**src/rtl/music_sequencer.sv**
```systemverilog
// Note sequencer: steps through a registered song ROM and holds each note for a
// programmable number of cycles. It supports loop, one-shot, pause and stop.
module music_sequencer #(
  parameter int NOTE_W   = 8,
  parameter int ADDR_W   = 8,
  parameter int SONG_LEN = 10,
  parameter int TEMPO_W  = 24
) (
  input  logic               clk,
  input  logic               reset,
  input  logic               start,
  input  logic               stop,
  input  logic               pause,
  input  logic               loop_en,
  input  logic [TEMPO_W-1:0] tempo,
  output logic [ADDR_W-1:0]  rom_addr,
  input  logic [NOTE_W-1:0]  rom_note,
  output logic [NOTE_W-1:0]  note,
  output logic               note_valid,
  output logic               playing,
  output logic               step_strobe,
  output logic               done
);

  // state | meaning
  // IDLE  | stopped, rom_addr=0, note=0, waiting for start
  // ADDR  | rom_addr presented, ROM samples it at the exiting edge
  // DATA  | ROM data valid, captured into note at the exiting edge
  // PLAY  | note held while the step timer counts down to zero
  typedef enum logic [1:0] {S_IDLE, S_ADDR, S_DATA, S_PLAY} state_t;

  localparam logic [ADDR_W-1:0] LAST_ADDR = ADDR_W'(SONG_LEN - 1);

  state_t              state_q, state_d;
  logic [ADDR_W-1:0]   rom_addr_q, rom_addr_d;
  logic [NOTE_W-1:0]   note_q, note_d;
  logic [TEMPO_W-1:0]  timer_q, timer_d;
  logic [TEMPO_W-1:0]  tempo_q, tempo_d;
  logic                step_strobe_q, step_strobe_d;
  logic                done_q, done_d;

  always_ff @(posedge clk) begin
    if (reset) begin
      state_q       <= S_IDLE;
      rom_addr_q    <= '0;
      note_q        <= '0;
      timer_q       <= '0;
      tempo_q       <= '0;
      step_strobe_q <= 1'b0;
      done_q        <= 1'b0;
    end else begin
      state_q       <= state_d;
      rom_addr_q    <= rom_addr_d;
      note_q        <= note_d;
      timer_q       <= timer_d;
      tempo_q       <= tempo_d;
      step_strobe_q <= step_strobe_d;
      done_q        <= done_d;
    end
  end

  always_comb begin
    state_d       = state_q;
    rom_addr_d    = rom_addr_q;
    note_d        = note_q;
    timer_d       = timer_q;
    tempo_d       = tempo_q;
    step_strobe_d = 1'b0;
    done_d        = 1'b0;

    case (state_q)
      S_IDLE: begin
        rom_addr_d = '0;
        note_d     = '0;
        timer_d    = '0;
        if (start && !stop) begin
          tempo_d = tempo;
          state_d = S_ADDR;
        end
      end
      S_ADDR: state_d = S_DATA;
      S_DATA: begin
        note_d        = rom_note;
        step_strobe_d = 1'b1;
        timer_d       = tempo_q;
        state_d       = S_PLAY;
      end
      S_PLAY: begin
        // Pause freezes the whole step, including the end-of-step decision.
        if (!pause) begin
          if (timer_q != '0) begin
            timer_d = timer_q - TEMPO_W'(1);
          end else if (rom_addr_q != LAST_ADDR) begin
            rom_addr_d = rom_addr_q + ADDR_W'(1);
            state_d    = S_ADDR;
          end else if (loop_en) begin
            rom_addr_d = '0;
            state_d    = S_ADDR;
          end else begin
            rom_addr_d = '0;
            note_d     = '0;
            done_d     = 1'b1;
            state_d    = S_IDLE;
          end
        end
      end
      default: state_d = S_IDLE;
    endcase

    // Stop overrides everything else that could happen in the same cycle.
    if (stop && state_q != S_IDLE) begin
      state_d       = S_IDLE;
      rom_addr_d    = '0;
      note_d        = '0;
      timer_d       = '0;
      step_strobe_d = 1'b0;
      done_d        = 1'b0;
    end
  end

  always_comb begin
    playing     = (state_q != S_IDLE);
    note_valid  = playing && (note_q != '0);
    rom_addr    = rom_addr_q;
    note        = note_q;
    step_strobe = step_strobe_q;
    done        = done_q;
  end

endmodule
```
**config.mk**
```make
export PLATFORM = sky130hd
export DESIGN_NAME = music_sequencer
export DESIGN_NICKNAME = d
export VERILOG_FILES = /design/src/rtl/music_sequencer.sv
export SDC_FILE = /design/constraint.sdc
export NUM_CORES = 1
export LEC_CHECK = 0
export BUFFER_PORTS_ARGS = -buffer_cell sky130_fd_sc_hd__buf_2
export CAP_MARGIN = 10
export CORE_ASPECT_RATIO = 1.2
export CORE_MARGIN = 5
export CORE_UTILIZATION = 49
export CTS_BUF_LIST = sky130_fd_sc_hd__clkbuf_8
export CTS_CLUSTER_DIAMETER = 80
export CTS_CLUSTER_SIZE = 10
export DETAILED_ROUTE_END_ITERATION = 12
export PLACE_DENSITY = 0.73
export RECOVER_POWER = 50
export SYNTH_ARGS = -nofsm -noshare
export SYNTH_HDL_FRONTEND = slang
export SYNTH_SLANG_ARGS = --single-unit
```
**constraint.sdc**
```tcl
create_clock -name clk -period 2.65 [get_ports clk]
set_input_delay 0.265 -clock clk [delete_from_list [all_inputs] [get_ports clk]]
set_output_delay 0.265 -clock clk [all_outputs]
set_load 0.03 [all_outputs]
```
==> metrics <==
final worst slack=0.0715 ns; largest net degree at the start of global routing=36; Worst-path clk slew=0.07 ns; footprint of the multi-input gates=1800 um^2; fillers=628; crit end category=flip-flop; worst-skew pair later-pin latency=0.35 ns; GRT overflow=0; number of distinct library cells after synthesis=53; Buf/Inv on CP=0; top_reg_cell synth=dfxtp_1; H-tree levels=3; # IOs=58; Critical Path, Cell by Cell=or4_4 > or4_4 > nor4_4 > o21ai_2 > or4_4 > a21oi_2; sequential-to-total area share from yosys stat=41.3%; CTS Hold Buffers Added=0; Period minus WS final=2.58 ns; DRT iter0 DRCs=189; ant diodes=0; setup_tns=0 ns; Core Region=6490 um^2; Worst EP required=2.94 ns; Gate Count Post-Synth=417; Vias/cell=5.59; CTS Buf Count=9; max cap viols=0; Hold Path Class=input pin to flip-flop; die area=8480 um^2; Avg Cell Area, Syn=7.91 um^2; Synth Net Count=462; pre-CTS WS=0.0724 ns; Seq. cell area=1360 um^2; synthesized area=3300 um^2; ratio of cells with drive above 1 in the final layout=16.8%; Initial Util=50.8%; Fin. Hold Viols=0; highest clock rate=0.388 GHz; Pwr Density=634 nW/um^2; #FFs+latches synth=68; DRC Markers=0; Largest delay share family, worst path=simple AND/OR/NAND/NOR gates; number of flops mapped to enable cells by yosys=0; Cell Rows=32; worst-margin pin slew=0.683 ns; Final Setup Violations=0; WS Path Type=flip-flop to flip-flop; Placer Congestion=0.852; clk_skew=0.00931 ns; status=finished clean; Antenna Violating Nets Remaining=0; DP Wirelength=5.94 mm; DRT Pass-1 Iters=5; crit path max fanout=8; area grow syn2layout=18.2%; Clock Sinks=68; clk buf depth=2; wirelength, routed=8.48 mm; initial antenna violation count=0; Die Span Y=99.9 um; most frequent cells in the layout=nand2_1 (97), dfxtp_1 (68), a21oi_1 (51); Worst path most repeated cell=or4_4; leakage=1.49 nW; Die Span X=84.9 um; fraction of registers with async set or reset after synthesis=0%; vias in the first global route=2970; slowest CP cell=or4_4; Root Driver=clkbuf_8; CP startpoint kind=flip-flop; fin crit share=97.3%; critical path data arrival time=2.87 ns; Worst slew margin=54.1%; DR vias=3170; CTS tree=built; first-pass GRT wire length=14.1 mm; CP peak stage delay=0.58 ns; RSZ-0062 raised after global routing=false; Slew Limit Fails=0; VDD IR-drop max=0.000388 V; PortBufs=57; Total GRT Usage=20.4%; leading cell type in the layout, fill and taps excluded=nand2_1; Yosys warning count=0; number of nets in the layout=523; drt wl/cell=15.0 um
==> per-layer routing <==
metal  share of wire (%)  global-route usage (%)  vias to the layer above
li1                    -                       -                     1604
met1                  45                    25.6                     1456
met2                  47                    33.2                       98
met3                 6.9                    4.02                       12
met4                 1.8                    10.2                        0
met5                   0                       0                        -
==> final cells by class <==
cell class                      count  area share (%)
Multi-Input combinational cell    313            46.1
Sequential cell                    68            34.9
Timing Repair Buffer               75            10.5
Clock buffer                       10            3.53
Tap cell                           85            2.73
Clock inverter                      5            1.19
Inverter                           11            1.06
==> path summary, 6_finish.rpt <==
| kind | start | to | slack (ns) | cells past startpoint |
|---|---|---|---|---|
| setup / recovery | timer_q[13]$_SDFFE_PP0P_ | rom_addr[7]$_SDFFE_PP0P_ | 0.07 | 6 |
| hold / removal | loop_en | done$_SDFF_PP0_ | 0.15 | 2 |
| setup reg to reg | timer_q[13]$_SDFFE_PP0P_ | rom_addr[7]$_SDFFE_PP0P_ | 0.07 | 6 |
| hold reg to reg | tempo_q[15]$_SDFFE_PP0P_ | tempo_q[15]$_SDFFE_PP0P_ | 0.45 | 2 |
==> where the power goes <==
group	leakage [nW]	internal, W	switching (W)
Clock	0.106	0.000443	0.000372
Combinational	0.837	0.000204	0.000358
Sequential	0.551	0.00106	0.0000320
Total	1.49	0.00171	0.000761
==> per-stage QoR <==
stage	hold slack (ns)	utilization (%)	cell area, um^2	instances	power (W)
finish	0.146	60.1	3900	567	0.00247
floorplan	0.344	-	3300	417	0.00149
CTS	0.136	60.3	3910	565	0.00248
global placement	0.442	57.4	3720	550	0.00165
global route	0.141	60.1	3900	567	0.00260
detailed placement	0.447	57.4	3720	550	0.00167
==> cell usage after synthesis, types with 3 or more instances <==
| library cell | number | area (um^2) |
|---|---|---|
| o21ai_0 | 18 | 90.1 |
| xnor2_1 | 3 | 26.3 |
| a21oi_1 | 51 | 255 |
| a221oi_1 | 5 | 43.8 |
| nor2b_1 | 3 | 18.8 |
| a211oi_1 | 3 | 22.5 |
| nand3_1 | 4 | 20.0 |
| nor2_1 | 22 | 82.6 |
| clkbuf_1 | 22 | 82.6 |
| dfxtp_1 | 68 | 1360 |
| nand2_1 | 97 | 364 |
| mux2i_1 | 8 | 80.1 |
| nand4_1 | 3 | 18.8 |
| o21a_1 | 4 | 30.0 |
| inv_1 | 11 | 41.3 |
| o211ai_1 | 3 | 22.5 |
| ha_1 | 7 | 87.6 |
| xor2_1 | 5 | 43.8 |
| nor3_1 | 16 | 80.1 |
| o22ai_1 | 7 | 43.8 |
| a32oi_1 | 3 | 26.3 |
| or4_4 | 3 | 33.8 |
| a22o_1 | 4 | 35.0 |
| nor4_1 | 9 | 56.3 |
==> cells by family (layout without fill, tap and decap cells) <==
family                   after synthesis  count (layout)  synth area share [%]
XOR/XNOR                               8               8                  2.12
AND/OR/NAND/NOR                      171             171                  24.3
flip-flops                            68              68                  41.3
buffers and inverters                 36             101                  4.36
adder cells (fa/ha/maj)                7               7                  2.66
multiplexers                           8               8                  2.43
AO/OA/AOI/OAI                        119             119                  22.8
==> sequential cells by signal, summed over array words and instances (netlist names) <==
signal,count
tempo_q,24
timer_q,24
note,8
rom_addr,8
state_q,2
done,1
step_strobe,1
==> timing repair <==
action | CTS | global route
endpoints found under the setup margin | 0 | 10
setup buffers | 0 | 2
gates resized for setup | 0 | 1
Note: power is estimated with default switching activity, not from simulation.
